==> config.mk <==
export PLATFORM = sky130hd
export DESIGN_NAME = fft_dit_stage_sequencer_flat
export DESIGN_NICKNAME = d
export VERILOG_FILES = /design/src/rtl/fft_dit_stage_sequencer_if.sv /design/src/rtl/fft_dit_stage_sequencer.sv /design/src/flat_wrapper.sv
export SDC_FILE = /design/constraint.sdc
export NUM_CORES = 1
export LEC_CHECK = 0
export CORE_UTILIZATION = 60
export CTS_BUF_LIST = sky130_fd_sc_hd__clkbuf_2 sky130_fd_sc_hd__clkbuf_4 sky130_fd_sc_hd__clkbuf_8
export CTS_CLUSTER_DIAMETER = 80
export DETAILED_ROUTE_END_ITERATION = 16
export PLACE_DENSITY = 0.85
export SYNTH_ARGS = -nofsm -noshare
export SYNTH_HDL_FRONTEND = slang
export SYNTH_SLANG_ARGS = --single-unit
==> constraint.sdc <==
create_clock -name clk -period 6.66 [get_ports clk]
set_input_delay 0.666 -clock clk [delete_from_list [all_inputs] [get_ports clk]]
set_output_delay 0.666 -clock clk [all_outputs]
set_load 0.02 [all_outputs]
==> src/rtl/fft_dit_stage_sequencer_if.sv <==
// ---------------------------------------------------------------------------
// fft_dit_stage_sequencer_if
//   Groups the control and address signals between the FFT stage sequencer
//   and the butterfly datapath / twiddle ROM that it drives.
//
//   Signals
//     start       request to begin a transform (1-cycle pulse)
//     bf_ready    datapath can accept a butterfly issue this cycle
//     tf_addr     twiddle ROM address (LOG_N-1 bits)
//     tf_addr_nd  twiddle ROM address strobe
//     bf_addr_a   upper butterfly operand address, aligned with ROM output
//     bf_addr_b   lower butterfly operand address
//     bf_nd       butterfly operands and twiddle valid this cycle
//     stage       current stage index
//     busy        transform in progress
//     done        1-cycle completion pulse
//
//   Modports
//     master  the sequencer side (drives addresses and status)
//     slave   the datapath / controller side
// ---------------------------------------------------------------------------
interface fft_dit_stage_sequencer_if #(
  parameter int LOG_N = 4
);
  logic             start;
  logic             bf_ready;
  logic [LOG_N-2:0] tf_addr;
  logic             tf_addr_nd;
  logic [LOG_N-1:0] bf_addr_a;
  logic [LOG_N-1:0] bf_addr_b;
  logic             bf_nd;
  logic [LOG_N-1:0] stage;
  logic             busy;
  logic             done;

  modport master (
    input  start, bf_ready,
    output tf_addr, tf_addr_nd, bf_addr_a, bf_addr_b, bf_nd, stage, busy, done
  );

  modport slave (
    output start, bf_ready,
    input  tf_addr, tf_addr_nd, bf_addr_a, bf_addr_b, bf_nd, stage, busy, done
  );
endinterface

==> src/rtl/fft_dit_stage_sequencer.sv <==
// ---------------------------------------------------------------------------
// fft_dit_stage_sequencer
//   Sequences one in-place radix-2 decimation-in-time FFT of N points.
//   Walks LOG_N stages of N/2 butterflies each. For every butterfly it
//   issues the twiddle ROM address with its strobe, and one cycle later the
//   two operand addresses with bf_nd, so the addresses line up with the
//   registered ROM output. Between stages the butterfly pipeline is drained
//   for BF_LATENCY cycles so a stage never reads data still being written.
//
//   Ports
//     clk    system clock, rising edge
//     rst_n  asynchronous active-low reset
//     bus    master side of fft_dit_stage_sequencer_if
//
//   Parameters
//     N           FFT length (power of two, >= 4)
//     LOG_N       log2(N)
//     BF_LATENCY  butterfly issue-to-writeback latency (drain length)
// ---------------------------------------------------------------------------
module fft_dit_stage_sequencer #(
  parameter int N          = 16,
  parameter int LOG_N      = 4,
  parameter int BF_LATENCY = 6
) (
  input  logic                            clk,
  input  logic                            rst_n,
  fft_dit_stage_sequencer_if.master       bus
);

  localparam int K_W = LOG_N - 1;
  localparam int S_W = LOG_N;
  localparam int D_W = (BF_LATENCY > 1) ? $clog2(BF_LATENCY) : 1;

  localparam logic [K_W-1:0] K_LAST = K_W'(N / 2 - 1);
  localparam logic [S_W-1:0] S_LAST = S_W'(LOG_N - 1);
  localparam logic [D_W-1:0] D_LAST = D_W'(BF_LATENCY - 1);

  typedef enum logic [1:0] {
    IDLE,
    RUN,
    DRAIN,
    DONE
  } state_t;

  state_t           state;
  logic [K_W-1:0]   k;
  logic [S_W-1:0]   s;
  logic [D_W-1:0]   drain_cnt;

  logic [K_W-1:0]   tf_addr_q;
  logic             tf_addr_nd_q;
  logic [S_W-1:0]   a_pipe;
  logic [S_W-1:0]   b_pipe;
  logic [S_W-1:0]   bf_addr_a_q;
  logic [S_W-1:0]   bf_addr_b_q;
  logic             bf_nd_q;
  logic             busy_q;
  logic             done_q;

  logic [S_W-1:0]   k_ext;
  logic [S_W-1:0]   span;
  logic [S_W-1:0]   pos;
  logic [S_W-1:0]   grp;
  logic [S_W-1:0]   a_next;
  logic [S_W-1:0]   b_next;
  logic [K_W-1:0]   tf_next;

  // Butterfly k of stage s: groups of 2*span points, the upper half of each
  // group pairs with the lower half. The twiddle index is the position in
  // the group scaled to the N/2-entry ROM; pos < N/2, so narrowing it to
  // K_W bits before the shift loses nothing.
  always_comb begin
    k_ext   = {1'b0, k};
    span    = S_W'(1) << s;
    pos     = k_ext & (span - S_W'(1));
    grp     = k_ext >> s;
    a_next  = (grp << (s + S_W'(1))) | pos;
    b_next  = a_next + span;
    tf_next = K_W'(pos) << (S_LAST - s);
  end

  // Main sequencer. The twiddle strobe is registered at issue; the operand
  // addresses pass through one extra register so they arrive together with
  // the ROM's registered output. Address registers hold when not strobed.
  always_ff @(posedge clk or negedge rst_n) begin
    if (!rst_n) begin
      state        <= IDLE;
      k            <= '0;
      s            <= '0;
      drain_cnt    <= '0;
      tf_addr_q    <= '0;
      tf_addr_nd_q <= 1'b0;
      a_pipe       <= '0;
      b_pipe       <= '0;
      bf_addr_a_q  <= '0;
      bf_addr_b_q  <= '0;
      bf_nd_q      <= 1'b0;
      busy_q       <= 1'b0;
      done_q       <= 1'b0;
    end else begin
      tf_addr_nd_q <= 1'b0;
      done_q       <= 1'b0;
      bf_nd_q      <= tf_addr_nd_q;
      if (tf_addr_nd_q) begin
        bf_addr_a_q <= a_pipe;
        bf_addr_b_q <= b_pipe;
      end

      case (state)
        IDLE: begin
          if (bus.start) begin
            state  <= RUN;
            s      <= '0;
            k      <= '0;
            busy_q <= 1'b1;
          end
        end

        RUN: begin
          if (bus.bf_ready) begin
            tf_addr_nd_q <= 1'b1;
            tf_addr_q    <= tf_next;
            a_pipe       <= a_next;
            b_pipe       <= b_next;
            if (k == K_LAST) begin
              k         <= '0;
              drain_cnt <= '0;
              state     <= DRAIN;
            end else begin
              k <= k + K_W'(1);
            end
          end
        end

        // Drain ignores bf_ready: the pipeline empties on its own.
        DRAIN: begin
          if (drain_cnt == D_LAST) begin
            drain_cnt <= '0;
            if (s == S_LAST) begin
              state  <= DONE;
              done_q <= 1'b1;
              busy_q <= 1'b0;
            end else begin
              s     <= s + S_W'(1);
              state <= RUN;
            end
          end else begin
            drain_cnt <= drain_cnt + D_W'(1);
          end
        end

        // Start is deliberately not looked at here; it must come again in IDLE.
        DONE: begin
          state <= IDLE;
          s     <= '0;
        end

        default: state <= IDLE;
      endcase
    end
  end

  assign bus.tf_addr    = tf_addr_q;
  assign bus.tf_addr_nd = tf_addr_nd_q;
  assign bus.bf_addr_a  = bf_addr_a_q;
  assign bus.bf_addr_b  = bf_addr_b_q;
  assign bus.bf_nd      = bf_nd_q;
  assign bus.stage      = s;
  assign bus.busy       = busy_q;
  assign bus.done       = done_q;

endmodule
==> src/flat_wrapper.sv <==
// flat-port wrapper written by rule: the top's interface ports become plain ports
module fft_dit_stage_sequencer_flat 
#(
  parameter int N          = 16,
  parameter int LOG_N      = 4,
  parameter int BF_LATENCY = 6
)
  (clk, rst_n, bus_start, bus_bf_ready, bus_tf_addr, bus_tf_addr_nd, bus_bf_addr_a, bus_bf_addr_b, bus_bf_nd, bus_stage, bus_busy, bus_done);
  fft_dit_stage_sequencer_if #(.LOG_N(LOG_N)) bus_i ();
  input  logic clk;
  input  logic rst_n;
  input wire logic [$bits(bus_i.start)-1:0] bus_start;
  input wire logic [$bits(bus_i.bf_ready)-1:0] bus_bf_ready;
  output wire logic [$bits(bus_i.tf_addr)-1:0] bus_tf_addr;
  output wire logic [$bits(bus_i.tf_addr_nd)-1:0] bus_tf_addr_nd;
  output wire logic [$bits(bus_i.bf_addr_a)-1:0] bus_bf_addr_a;
  output wire logic [$bits(bus_i.bf_addr_b)-1:0] bus_bf_addr_b;
  output wire logic [$bits(bus_i.bf_nd)-1:0] bus_bf_nd;
  output wire logic [$bits(bus_i.stage)-1:0] bus_stage;
  output wire logic [$bits(bus_i.busy)-1:0] bus_busy;
  output wire logic [$bits(bus_i.done)-1:0] bus_done;
  assign bus_i.start = bus_start;
  assign bus_i.bf_ready = bus_bf_ready;
  assign bus_tf_addr = bus_i.tf_addr;
  assign bus_tf_addr_nd = bus_i.tf_addr_nd;
  assign bus_bf_addr_a = bus_i.bf_addr_a;
  assign bus_bf_addr_b = bus_i.bf_addr_b;
  assign bus_bf_nd = bus_i.bf_nd;
  assign bus_stage = bus_i.stage;
  assign bus_busy = bus_i.busy;
  assign bus_done = bus_i.done;
  fft_dit_stage_sequencer #(.N(N), .LOG_N(LOG_N), .BF_LATENCY(BF_LATENCY)) u_core (.clk(clk), .rst_n(rst_n), .bus(bus_i));
endmodule
==> metrics.md, run 1 <==
| Metric | Value |
|---|---|
| MaxCap Viol Count | `0` |
| Max Clock Skew | `13.2 ps` |
| Placed inst area | `roughly 2100 um2` |
| VDD IR-drop max | `233 uV` |
| CTS tree | `built` |
| CP Cell Sequence | `inv_1 -> or3_1 -> ha_1 -> or3_1 -> a21oi_1 -> a31oi_1 -> nand2_1 -> ha_1 -> a21oi_1 -> xnor2_1 -> xnor2_1 -> o21ai_1` |
| Hold Crit Class | `flip-flop to flip-flop` |
| Initial Util | `65.1%` |
| WL final | `3.63 mm` |
| Hpwl dp | `2.71 mm` |
| Antenna-violating nets left | `0` |
| Syn_nets | `approximately 200` |
| Postcts setup bufs | `0` |
| Cells after Synth | `190` |
| Hold WS | `496 ps` |
| Combinational group share of total power | `42.3%` |
| CP Class | `flip-flop to flip-flop` |
| Post-synth EDFFs | `0` |
| Clock Root Buffer | `clkbuf_4` |
| Worst Path Required | `roughly 6900 ps` |
| Clock latency on the worst-skew pair | `340 ps` |
| Slew HR | `63.4%` |
| Fin Setup TNS | `0 ps` |
| CTS H-tree lvls | `2` |
| Inserted Clock Buffers | `5` |
| Sequential Power Share | `40.8%` |
| Clock share of power | `16.9%` |
| Final setup fails | `0` |
| Syn-to-layout area delta | `17.3%` |
| Primary FF master, synth | `dfrtp_1` |
| Net Sw Power | `0.344 mW` |
| PD cells | `406 nW/um2` |
| Die width | `57.6 um` |
| Switching share of total power | `38.9%` |
| Pin count of the biggest net entering global routing | `36` |
| RSZ-0062 raised after global routing | `no` |
| Synthesis-stage register bit count | `35` |
| First-pass GRT wire length | `6.30 mm` |
| Final hold violations | `0` |
| Fin crit period | `3270 ps` |
| Cell accounting for the most synthesized area | `dfrtp_1` |
| GRT overflow | `0` |
| Fmax | `~0.31 GHz` |
| Cell row count | `19` |
| Ranking of synthesized cells by area | `dfrtp_1 (47%), nand2_1 (5.7%), mux2_2 (5.5%)` |
| Core Area | `between 2000 and 3000 um2` |
| Crit path DAT | `approximately 3500 ps` |
| Post-synthesis sequential area ratio | `47.2%` |
| CTS Hold Bufs | `0` |
| Die Ht | `57.6 um` |
| Via count | `1,464` |
| IO Pins | `23` |
| Ys Warns | `0` |
| Number of gates resized after CTS | `0` |
| Design Area, Final | `between 2000 and 2500 um2` |
| I/O Buffers | `22` |
| Int Power | `roughly 0.54 mW` |
| Layout cells sized above 1 | `9.81%` |
| Routed wl met3 | `~140 um` |
| Nets | `226` |
| Final slew viol count | `0` |
| Initial antenna violation count | `0` |
| Worst path slowest cell | `dfrtp_1` |
| Wirelength per Cell | `14.8 um` |
| Syn Std Cell Area | `1860 um2` |
| Via/cell ratio | `5.98` |
| CP max FO | `17` |
| Tcrit/Tclk final | `about half` |
| Placer Congestion | `0.923` |
| Largest stage delay, worst path | `700 ps` |
| Worst Path Buf+Inv | `1` |
| Final core area utilization | `about three quarters` |
| Top routing layer used | `met4` |
| Synth top area share | `47.2%` |
| Worst Tran Pin Value | `547 ps` |
| Total GRT Usage | `25.4%` |
| Mapped Avg Cell Area | `between 9 and 10 um2` |
| Drt drc | `0` |
| WL met1 | `about 1.6 mm` |
| Antenna Cells | `0` |
| Status | `finished, final reports clean` |
| Number of global-route vias before repair | `1,413` |
| Drt initial violations | `74` |
| Crit start category | `flip-flop` |
| Post-synthesis async set-or-reset flop share | `100%` |
| CTS max path bufs | `2` |
| Full die area | `3320 um2` |
| Post-synthesis cell type count | `40` |
| WL met2 | `1.80 mm` |
| CTS Sinks | `35` |
| CP Capture Type | `flip-flop` |
| Delay-heaviest family, CP | `simple AND/OR/NAND/NOR gates` |
| CTS clk-pin slew, worst paths | `roughly 110 ps` |
| P_leak | `~1 nW` |
| TritonRoute pass-1 iters | `8` |
==> state kept, by name (all words and copies together), names as in the netlist, 2 cells and up <==
signal                count
u_core.bus.stage          4
u_core.state              2
u_core.b_pipe             4
u_core.k                  3
u_core.drain_cnt          3
u_core.bus.bf_addr_a      4
u_core.bus.bf_addr_b      4
u_core.a_pipe             4
u_core.bus.tf_addr        3
==> tightest hold or removal path, stage by stage (launching register included) <==
cell and delay, ps:
dfrtp_1 360, nand2_1 50, o21ai_0 60
==> power by group through the flow <==
stage | Sequential [mW] | Clock, mW | Combinational, mW
floorplan | 0.364 | 0 | 0.247
global placement | 0.357 | 0 | 0.361
detailed placement | 0.366 | 0 | 0.371
CTS | 0.361 | 0.154 | 0.373
global route | 0.372 | 0.164 | 0.414
finish | 0.361 | 0.150 | 0.374
==> synthesized netlist by cell type (3+ instances only) <==
library cell / n
a21oi_1: 7
a22o_1: 4
a31oi_1: 5
clkbuf_1: 7
dfrtp_1: 35
ha_1: 8
inv_1: 13
mux2_2: 9
nand2_1: 28
nand2b_1: 3
nor2_1: 10
nor2b_1: 6
o21ai_0: 9
o21ai_1: 10
o2bb2ai_1: 3
or3_1: 3
==> worst paths after layout <==
| kind | start | end | cells after the start | slack [ps] |
|---|---|---|---|---|
| worst max-delay path | u_core.bus.stage[0] | u_core.b_pipe[3] | 12 | 3390 |
| worst min-delay path | u_core.bus.tf_addr[0] | u_core.bus.tf_addr[0] | 2 | 500 |
| worst max register to register | u_core.bus.stage[0] | u_core.b_pipe[3] | 12 | 3390 |
| worst min register to register | u_core.bus.tf_addr[0] | u_core.bus.tf_addr[0] | 2 | 500 |
| max in group asynchronous | rst_n | u_core.bus.bf_addr_b[1] | 2 | 5630 |
| min in group asynchronous | rst_n | u_core.bus.stage[3] | 2 | 720 |
==> stage by stage <==
| step | total power, mW | cells | worst slack (ps) |
|---|---|---|---|
| floorplan | 0.612 | 190 | 3800 |
| global placement | 0.718 | 237 | 3590 |
| detailed placement | 0.737 | 237 | 3430 |
| CTS | 0.888 | 245 | 3400 |
| global route | 0.951 | 245 | 3160 |
| finish | 0.885 | 245 | 3390 |
==> cell type report <==
class	instances	area, um2
multi-input combinational	135	906
sequential	35	876
fill	206	674
timing repair buffer	23	228
inverter	13	48.8
clock inverter	3	43.8
tap	31	38.8
clock buffer	5	37.5
==> cells by family (layout without fill, tap and decap cells) <==
logic type / count (synthesis) / count (layout) / share of synthesized area [%]
flip-flops: 35 / 35 / 47.2
AND/OR/NAND/NOR: 64 / 64 / 17.0
buffers and inverters: 20 / 44 / 4.04
multiplexers: 12 / 12 / 7.21
AO/OA/AOI/OAI: 47 / 47 / 16.6
adder cells (fa/ha/maj): 9 / 9 / 6.47
XOR/XNOR: 3 / 3 / 1.42
==> placed cells by master (no fill, tap or decap), types with 3 or more instances in the layout <==
cell	instances
dfrtp_1	35
nand2_1	28
clkdlybuf4s50_1	22
inv_1	13
nor2_1	10
o21ai_1	10
o21ai_0	9
mux2_2	9
ha_1	8
a21oi_1	7
nor2b_1	6
a31oi_1	5
clkbuf_4	5
a22o_1	4
or3_1	3
nand2b_1	3
o2bb2ai_1	3
==> layer usage <==
layer | GRT usage, % | vias to the layer above
li1 | - | 717
met1 | 30.9 | 699
met2 | 43.2 | 36
met3 | 6.47 | 12
met4 | 10.5 | 0
met5 | 0 | -
No activity file was read; power rests on OpenSTA's default activity.
==> run 2, diff against run 1 <==
--- a/config.mk
+++ b/config.mk
@@ -5,11 +5,11 @@
 export SDC_FILE = /design/constraint.sdc
 export NUM_CORES = 1
 export LEC_CHECK = 0
-export CORE_UTILIZATION = 60
+export CORE_UTILIZATION = 52
 export CTS_BUF_LIST = sky130_fd_sc_hd__clkbuf_2 sky130_fd_sc_hd__clkbuf_4 sky130_fd_sc_hd__clkbuf_8
 export CTS_CLUSTER_DIAMETER = 80
 export DETAILED_ROUTE_END_ITERATION = 16
-export PLACE_DENSITY = 0.85
+export PLACE_DENSITY = 0.78
 export SYNTH_ARGS = -nofsm -noshare
 export SYNTH_HDL_FRONTEND = slang
 export SYNTH_SLANG_ARGS = --single-unit
==> constraint.sdc (replaced) <==
create_clock -name clk -period 2.7 [get_ports clk]
set_input_delay 0.27 -clock clk [delete_from_list [all_inputs] [get_ports clk]]
set_output_delay 0.27 -clock clk [all_outputs]
set_load 0.02 [all_outputs]
==> metrics.md, run 2 (synthesis results as in run 1) <==
| Metric | Value |
|---|---|
| Sequential Power Share | `36.8%` |
| Switching share of total power | `38.6%` |
| Failing checks | `negative setup slack` |
| CTS H-tree lvls | `2` |
| Via count | `approximately 1,600` |
| CP Class | `flip-flop to flip-flop` |
| First-pass GRT wire length | `6.87 mm` |
| Drt initial violations | `between 60 and 70` |
| CTS tree | `built` |
| Clock Root Buffer | `clkbuf_4` |
| Slew HR | `62.0%` |
| Syn-to-layout area delta | `27.0%` |
| Inserted Clock Buffers | `5` |
| WL met2 | `2.15 mm` |
| Routed wl met3 | `154 um` |
| CTS max path bufs | `2` |
| P_leak | `1.04 nW` |
| Leading cell type in the layout, fill and taps excluded | `dfrtp_1` |
| RSZ-0062 raised after global routing | `yes` |
| CP max FO | `4` |
| Most frequent cells in the layout | `dfrtp_1 (31), nand2_1 (28), clkdlybuf4s50_1 (22)` |
| Drt drc | `0` |
| Worst Path Required | `2940 ps` |
| Worst path slowest cell | `dfrtp_2` |
| WL final | `4.16 mm` |
| Die Ht | `about 62 um` |
| Wirelength per Cell | `~15 um` |
| TritonRoute pass-1 iters | `4` |
| GRT overflow | `0` |
| Antenna-violating nets left | `0` |
| VDD IR-drop max | `562 uV` |
| Hpwl dp | `between 3 and 4 mm` |
| Clock latency on the worst-skew pair | `340 ps` |
| Net Sw Power | `0.910 mW` |
| Initial Util | `54.8%` |
| Nets | `239` |
| Fmax | `0.364 GHz` |
| Number of global-route vias before repair | `1,504` |
| Fin crit period | `2750 ps` |
| Antenna Cells | `0` |
| Total GRT Usage | `25.2%` |
| Area of the multi-input gates | `958 um2` |
| Reg area | `881 um2` |
| Final core area utilization | `69.5%` |
| Final setup fails | `1` |
| Fin Setup TNS | `-49.1 ps` |
| Final hold violations | `0` |
| Initial antenna violation count | `0` |
| WL met1 | `1.75 mm` |
| Hold Crit Class | `input port to async pin` |
| Reg2reg setup slack | `-50 ps` |
| I/O Buffers | `22` |
| CP Capture Type | `flip-flop` |
| MaxCap Viol Count | `0` |
| Placer Congestion | `0.879` |
| Final setup margin | `-49.1 ps` |
| Pin count of the biggest net entering global routing | `25` |
| Crit start category | `flip-flop` |
| Core Area | `around 3400 um2` |
| Clock share of power | `16.8%` |
| Worst Tran Pin Value | `569 ps` |
| Largest stage delay, worst path | `420 ps` |
| Int Power | `~1.4 mW` |
| Final slew viol count | `0` |
| PD cells | `999 nW/um2` |
| Status | `finished, violations left` |
| Die width | `between 60 and 70 um` |
| Combinational group share of total power | `46.5%` |
| Tcrit/Tclk final | `102%` |
| Full die area | `3810 um2` |
| Cell row count | `21` |
| Via/cell ratio | `5.75` |
| CP Cell Sequence | `or2_4 -> or3_4 -> ha_4 -> or3_1 -> a21oi_2 -> a31oi_1 -> nand2_1 -> ha_4 -> a21oi_2 -> xnor2_1 -> xnor2_1 -> o21ai_1` |
| Max Clock Skew | `9.04 ps` |
| Layout fillers | `232` |
| CTS clk-pin slew, worst paths | `110 ps` |
| IO Pins | `23` |
| Top routing layer used | `met4` |
| Crit path DAT | `2990 ps` |
| CTS Sinks | `35` |
| Layout cells sized above 1 | `20.3%` |
## run 2: path summary, 6_finish.rpt
check / from / end / depth (start not counted)
setup / recovery: u_core.bus.stage[2] / u_core.b_pipe[3] / 12
hold / removal: rst_n / u_core.bus.stage[2] / 1
setup reg to reg: u_core.bus.stage[2] / u_core.b_pipe[3] / 12
hold reg to reg: u_core.bus.tf_addr[2] / u_core.bus.tf_addr[2] / 2
max in group asynchronous: rst_n / u_core.bus.busy / 2
min in group clk: u_core.bus.tf_addr[2] / u_core.bus.tf_addr[2] / 2
## run 2: worst max-delay path, delay by kind of cell (launching register included)
family	cells	cell delay (ps)
flip-flops	1	420
XOR/XNOR	2	300
AO/OA/AOI/OAI	4	400
AND/OR/NAND/NOR	4	1140
adder cells (fa/ha/maj)	2	400
## run 2: area by class of cell
type	instances	area share, %
timing repair buffer	36	13.8
clock buffer	6	2.18
inverter	13	2.07
multi-input combinational	135	40.7
sequential	35	37.4
tap	46	2.44
clock inverter	2	1.49
## run 2: per-layer routing
| layer | vias to the layer above | GRT usage (%) |
|---|---|---|
| li1 | 748 | - |
| met3 | 13 | 5.38 |
| met5 | - | 0 |
| met4 | 0 | 12.7 |
| met2 | 44 | 43.0 |
| met1 | 764 | 30.1 |
## run 2: power by group through the flow
stage | Clock (mW) | Combinational, mW | Sequential (mW)
6_report | 0.395 | 1.09 | 0.866
5_1_grt | 0.417 | 1.19 | 0.897
4_1_cts | 0.401 | 1.08 | 0.863
3_5_place_dp | 0 | 1.04 | 0.873
3_3_place_gp | 0 | 0.994 | 0.861
2_1_floorplan | 0 | 0.628 | 0.900
## run 2: repair_timing
| action | in CTS | in global routing |
|---|---|---|
| pin swaps | 6 | 2 |
| buffers inserted | 1 | 0 |
| gates resized for setup | 3 | 2 |
| endpoints found under the setup margin | 1 | 3 |
| hold buffers | 0 | 0 |
## run 2: metrics by stage
stage	setup WS (ps)	cell area (um2)	std cells	total power, mW	hold slack (ps)
2_1_floorplan	-22.8	1880	190	1.53	-25.6
3_3_place_gp	46.8	2230	264	1.86	460
3_5_place_dp	-37.1	2230	264	1.92	474
4_1_cts	-3.91	2350	273	2.34	290
5_1_grt	-127	2360	273	2.51	317
6_report	-49.1	2360	273	2.36	280
==> run 3, diff against run 2 <==
--- a/config.mk
+++ b/config.mk
@@ -9,7 +9,7 @@
 export CTS_BUF_LIST = sky130_fd_sc_hd__clkbuf_2 sky130_fd_sc_hd__clkbuf_4 sky130_fd_sc_hd__clkbuf_8
 export CTS_CLUSTER_DIAMETER = 80
 export DETAILED_ROUTE_END_ITERATION = 16
-export PLACE_DENSITY = 0.78
+export PLACE_DENSITY = 0.89
 export SYNTH_ARGS = -nofsm -noshare
 export SYNTH_HDL_FRONTEND = slang
 export SYNTH_SLANG_ARGS = --single-unit
==> metrics.md, run 3 (synthesis results as in run 1) <==
| Metric | Value |
|---|---|
| Placement Setup Slack | `5.27 ps` |
| P_leak | `1.05 nW` |
| Core Area | `between 3000 and 4000 um2` |
| Worst Path Required | `2930 ps` |
| I/O Buffers | `22` |
| R2r startpoint | `u_core.bus.stage[2]` |
| CP Capture Type | `flip-flop` |
| CP Class | `flip-flop to flip-flop` |
| Fin cells | `around 280` |
| Die Ht | `~62 um` |
| CTS Sinks | `35` |
| Max Clock Skew | `between 8 and 9 ps` |
| Via count | `1,549` |
| GRT overflow | `0` |
| Number of global-route vias before repair | `around 1,500` |
| Total GRT Usage | `22.9%` |
| Hold Crit Class | `input port to async pin` |
| Cell row count | `21` |
| TritonRoute pass-1 iters | `4` |
| First-pass GRT wire length | `approximately 6.2 mm` |
| VDD IR-drop max | `~540 uV` |
| Most frequent cells in the layout | `dfrtp_1 (31), nand2_1 (27), clkdlybuf4s50_1 (22)` |
| Worst Tran Pin Value | `436 ps` |
| Full die area | `3810 um2` |
| Worst Path Buf+Inv | `0` |
| WL final | `3.87 mm` |
| Fin Setup TNS | `0 ps` |
| Antenna-violating nets left | `0` |
| Tcrit/Tclk final | `99.8%` |
| Syn-to-layout area delta | `28.0%` |
| Drt initial violations | `69` |
| Hold WS | `roughly 330 ps` |
| Final setup margin | `5.91 ps` |
| Final setup fails | `0` |
| Reg area | `881 um2` |
| Slew HR | `70.9%` |
| CTS Hold Bufs | `0` |
| Total Power | `approximately 2.3 mW` |
| Inserted Clock Buffers | `5` |
| Clock latency on the worst-skew pair | `around 340 ps` |
| R2R depth | `12` |
| Via/cell ratio | `5.59` |
| CTS max path bufs | `2` |
| Hpwl dp | `around 2.8 mm` |
| Crit path DAT | `2930 ps` |
| Fmax | `0.371 GHz` |
| Wirelength per Cell | `14.0 um` |
| Delay-heaviest family, CP | `simple AND/OR/NAND/NOR gates` |
| Layout cells sized above 1 | `a little under a quarter` |
| Clock Root Buffer | `clkbuf_4` |
| Largest stage delay, worst path | `410 ps` |
| Worst path slowest cell | `dfrtp_2` |
| Initial Util | `a little over half` |
| CTS clk-pin slew, worst paths | `100 ps` |
| CTS tree | `built` |
| RR Endpoint | `u_core.b_pipe[3]` |
| Final slew viol count | `0` |
| Fin crit period | `approximately 2700 ps` |
| CP Launch Point | `u_core.bus.stage[2]` |
| Initial antenna violation count | `0` |
| Nets | `243` |
| Status | `finished, final reports clean` |
| Die width | `61.8 um` |
| CP Cell Sequence | `or2_4 -> or3_4 -> ha_4 -> or3_1 -> a21oi_2 -> a31oi_2 -> nand2_2 -> ha_4 -> a21oi_2 -> xnor2_1 -> xnor2_1 -> o21ai_1` |
| Pin count of the biggest net entering global routing | `36` |
| Leading cell type in the layout, fill and taps excluded | `dfrtp_1` |
| Reg2reg setup slack | `6 ps` |
| Crit start category | `flip-flop` |
| CP max FO | `3` |
| Area of the multi-input gates | `971 um2` |
| Placed Cells | `268` |
| Layout fillers | `259` |
| Final hold violations | `0` |
| RSZ-0062 raised after global routing | `yes` |
| IO Pins | `23` |
| MaxCap Viol Count | `0` |
| Placer Congestion | `0.868` |
| CTS H-tree lvls | `2` |
| PD cells | `about 960 nW/um2` |
| Drt drc | `0` |
| Antenna Cells | `0` |
[run 3: worst max-delay path by stage]
stage,endpoint,slack [ps],depth (start not counted)
global placement,u_core.b_pipe[3],90,12
floorplan,u_core.b_pipe[3],-20,12
global route,u_core.b_pipe[3],-110,12
detailed placement,u_core.b_pipe[3],5,12
CTS,u_core.b_pipe[3],10,12
finish,u_core.b_pipe[3],6,12
[run 3: what timing repair did]
action                     4_1_cts  5_1_grt
pin swaps                        3       11
resized for setup                2        6
buffers inserted                 0        1
setup endpoints to repair        1        3
[run 3: power breakdown]
part / switching [mW] / internal [mW]
logic: 0.540 / 0.561
clock network: 0.169 / 0.136
registers: 0.175 / 0.697
total: 0.885 / 1.39
[run 3: cell type report]
type                       count  area share (%)
multi-input combinational    135            40.8
sequential                    35            37.1
timing repair buffer          40            14.9
clock buffer                   7            2.47
tap                           46            2.42
inverter                      13            2.05
clock inverter                 1           0.211
[run 3: through the flow]
step | util, % | instance area, um2
after global placement | 66.6 | 2260
after floorplan | - | 1880
after CTS | 69.0 | 2340
after global routing | 70.1 | 2380
after detailed placement | 66.6 | 2260
final | 70.1 | 2380
[run 3: layer usage]
metal	share of wire [%]	track usage, %	wire, um
met5	0	0	0
met1	42	26.1	1630
met2	52	40.6	2020
met3	4.3	7.04	167
met4	1.4	7.94	55
[run 3: worst register-to-register path, delay by kind of cell (launching register included)]
| kind | cells | cell delay (ps) |
|---|---|---|
| and+or+nand+nor | 4 | 1100 |
| AOI/OAI and AO/OA | 4 | 430 |
| DFF | 1 | 410 |
| adders and majority gates | 2 | 380 |
| xor gates and xnor gates | 2 | 270 |
==> RTL edit (config.mk and constraints of run 2) <==
Reset style: synchronous (`rst_n`), changed in one clocked block. Comments in the files are not updated.
--- a/src/rtl/fft_dit_stage_sequencer.sv
+++ b/src/rtl/fft_dit_stage_sequencer.sv
@@ -82,7 +82,7 @@
   // Main sequencer. The twiddle strobe is registered at issue; the operand
   // addresses pass through one extra register so they arrive together with
   // the ROM's registered output. Address registers hold when not strobed.
-  always_ff @(posedge clk or negedge rst_n) begin
+  always_ff @(posedge clk) begin
     if (!rst_n) begin
       state        <= IDLE;
       k            <= '0;
Function: differs if rst_n is asserted again (counterexample within 4 cycles, from zero or initial values and one cycle with rst_n low); with rst_n held inactive, the same outputs for 10 cycles.
==> RTL edit against run 2 <==
- synthesized area grew 3.0%
- global-route usage down 4.7 points
- fmax grew 11%
- sequential cell count stayed put
- worst setup slack better by 270 ps
- cell area decreased by 5.2%
- count of clock-buffer cells in the layout fell by 1
- highest routed layer unchanged
- critical path depth is the same
- routed wire length shrank 13%
- critical path type unchanged
Power is not compared: it rests on default switching activity, and its combinational part moved more than twofold at a synthesized area within 25%.
==> RTL edit: results <==
INSERT INTO impl_metrics (metric_group, metric, value, unit) VALUES
('status', 'outcome', 'completed', ''),
('place', 'gp_congestion', '0.8205', ''),
('global_route', 'vias_in_the_first_global_route', '1416', ''),
('finish', 'fin_nets', '249', ''),
('sta', 'final_setup_viols', '0', ''),
('worst_hold_path', 'hold_path_class', 'reg2reg', ''),
('global_route', 'grt_first_pass_wirelength', '6320', 'um'),
('sta', 'clock_skew', '12.43', 'ps'),
('drt', 'drt_iter0_drc', '88', ''),
('drt', 'drt-vias-per-instance', '5.314', ''),
('setup_path', 'critical_path.max_stage_delay', '370', 'ps'),
('global_route', 'grt_max_degree', '36', ''),
('logic_synthesis', 'async_flop_share', '0', '%'),
('logic_synthesis', 'synth_cell_types', '53', ''),
('setup_path', 'crit_fanout', '6', ''),
('setup_path', 'critical-path-slowest-cell', 'sky130_fd_sc_hd__dfxtp_1', ''),
('global_route', 'groute.usage.overall', '20.53', '%'),
('setup_path', 'crit_arrival', '2720', 'ps'),
('finish', 'layout-drive-gt1-share', '13.50', '%'),
('place', 'place.detailed.hpwl', '2574', 'um'),
('logic_synthesis', 'synth-seq-area-share', '36.65', '%'),
('drt', 'drt_pass1_iterations', '6', ''),
('drt', 'detail_route.wl_per_cell', '12.81', 'um'),
('logic_synthesis', 'synth.area.top_cells', 'sky130_fd_sc_hd__dfxtp_1 37%, sky130_fd_sc_hd__nor2b_1 5.6%, sky130_fd_sc_hd__ha_1 5.2%, sky130_fd_sc_hd__mux2i_1 4.7%, sky130_fd_sc_hd__nand2_1 4.3%', ''),
('sta', 'worst-slew-pin-transition', '1017', 'ps');
## RTL edit: changes by cell type after synthesis, sizes merged, moves of 6 or more
cell | before | now
dfxtp | 0 | 35
buf | 0 | 6
mux2 | 11 | 0
dfrtp | 35 | 0
o21ai | 19 | 8
a21boi | 0 | 11
nor2b | 6 | 17
mux2i | 1 | 9
## RTL edit: path summary, 6_finish.rpt
path	end	slack (ps)	cells past startpoint
worst max-delay path	u_core.b_pipe[3]	220	12
worst min register to register	u_core.b_pipe[0]	480	2
worst max register to register	u_core.b_pipe[3]	220	12
worst min-delay path	u_core.b_pipe[0]	480	2
## RTL edit: area by class of cell
type,count,area [um2],area share [%]
clock inverters,3,20.02,0.8959
multi-input cells,155,1106,49.50
flip-flops and latches,35,703.2,31.47
clock buffers,5,37.54,1.680
repair buffers,29,272.8,12.21
inverters,10,37.54,1.680
well taps,46,57.56,2.576
## RTL edit: worst register-to-register path, delay by kind of cell (launching register included)
kind / cells / cell delay [ps]
DFF: 1 / 370
and+or+nand+nor: 3 / 480
adders and majority gates: 2 / 570
AOI/OAI and AO/OA: 4 / 490
xor gates and xnor gates: 2 / 290
buffers and inverters: 1 / 180
## RTL edit: metrics by stage
step / util [%] / hold slack [ps] / area [um2] / std cells / worst slack [ps]
floorplan: - / 413.3 / 1918 / 213 / 47.19
global placement: 63.41 / 456.4 / 2166 / 275 / 247.9
detailed placement: 63.41 / 466.1 / 2166 / 275 / 124.9
CTS: 65.09 / 482.9 / 2223 / 283 / 101.7
global route: 65.42 / 501.5 / 2235 / 283 / 6.251
finish: 65.42 / 478.5 / 2235 / 283 / 220.0
## RTL edit: routing by layer
layer  up-vias  global-route usage, %  part of all wire, %
li1        774                      -                    -
met1       700                  27.10                   51
met2        24                  31.66                   43
met3         6                  5.109                  3.4
met4         0                  8.721                  1.9
met5         -                      0                    0
## RTL edit: timing repair
item | CTS | global route
resized for setup | 0 | 4
hold endpoints to repair | 0 | 0
setup endpoints to repair | 0 | 3
## RTL edit: cells by family after synthesis
logic type                 synth area share (%)
xor gates and xnor gates                  2.749
muxes                                     4.712
adders and majority gates                 6.283
AOI/OAI and AO/OA                         16.23
buffers and inverters                     6.282
DFF                                       36.65
and+or+nand+nor                           27.09
## RTL edit: power by group through the flow
stage               logic, mW  registers (mW)  clock network [mW]
CTS                     0.113           0.550               0.298
detailed placement      0.113           0.562                   0
finish                  0.113           0.551               0.288
global placement        0.111           0.562                   0
floorplan              0.0917           0.554                   0
global route            0.126           0.554               0.327
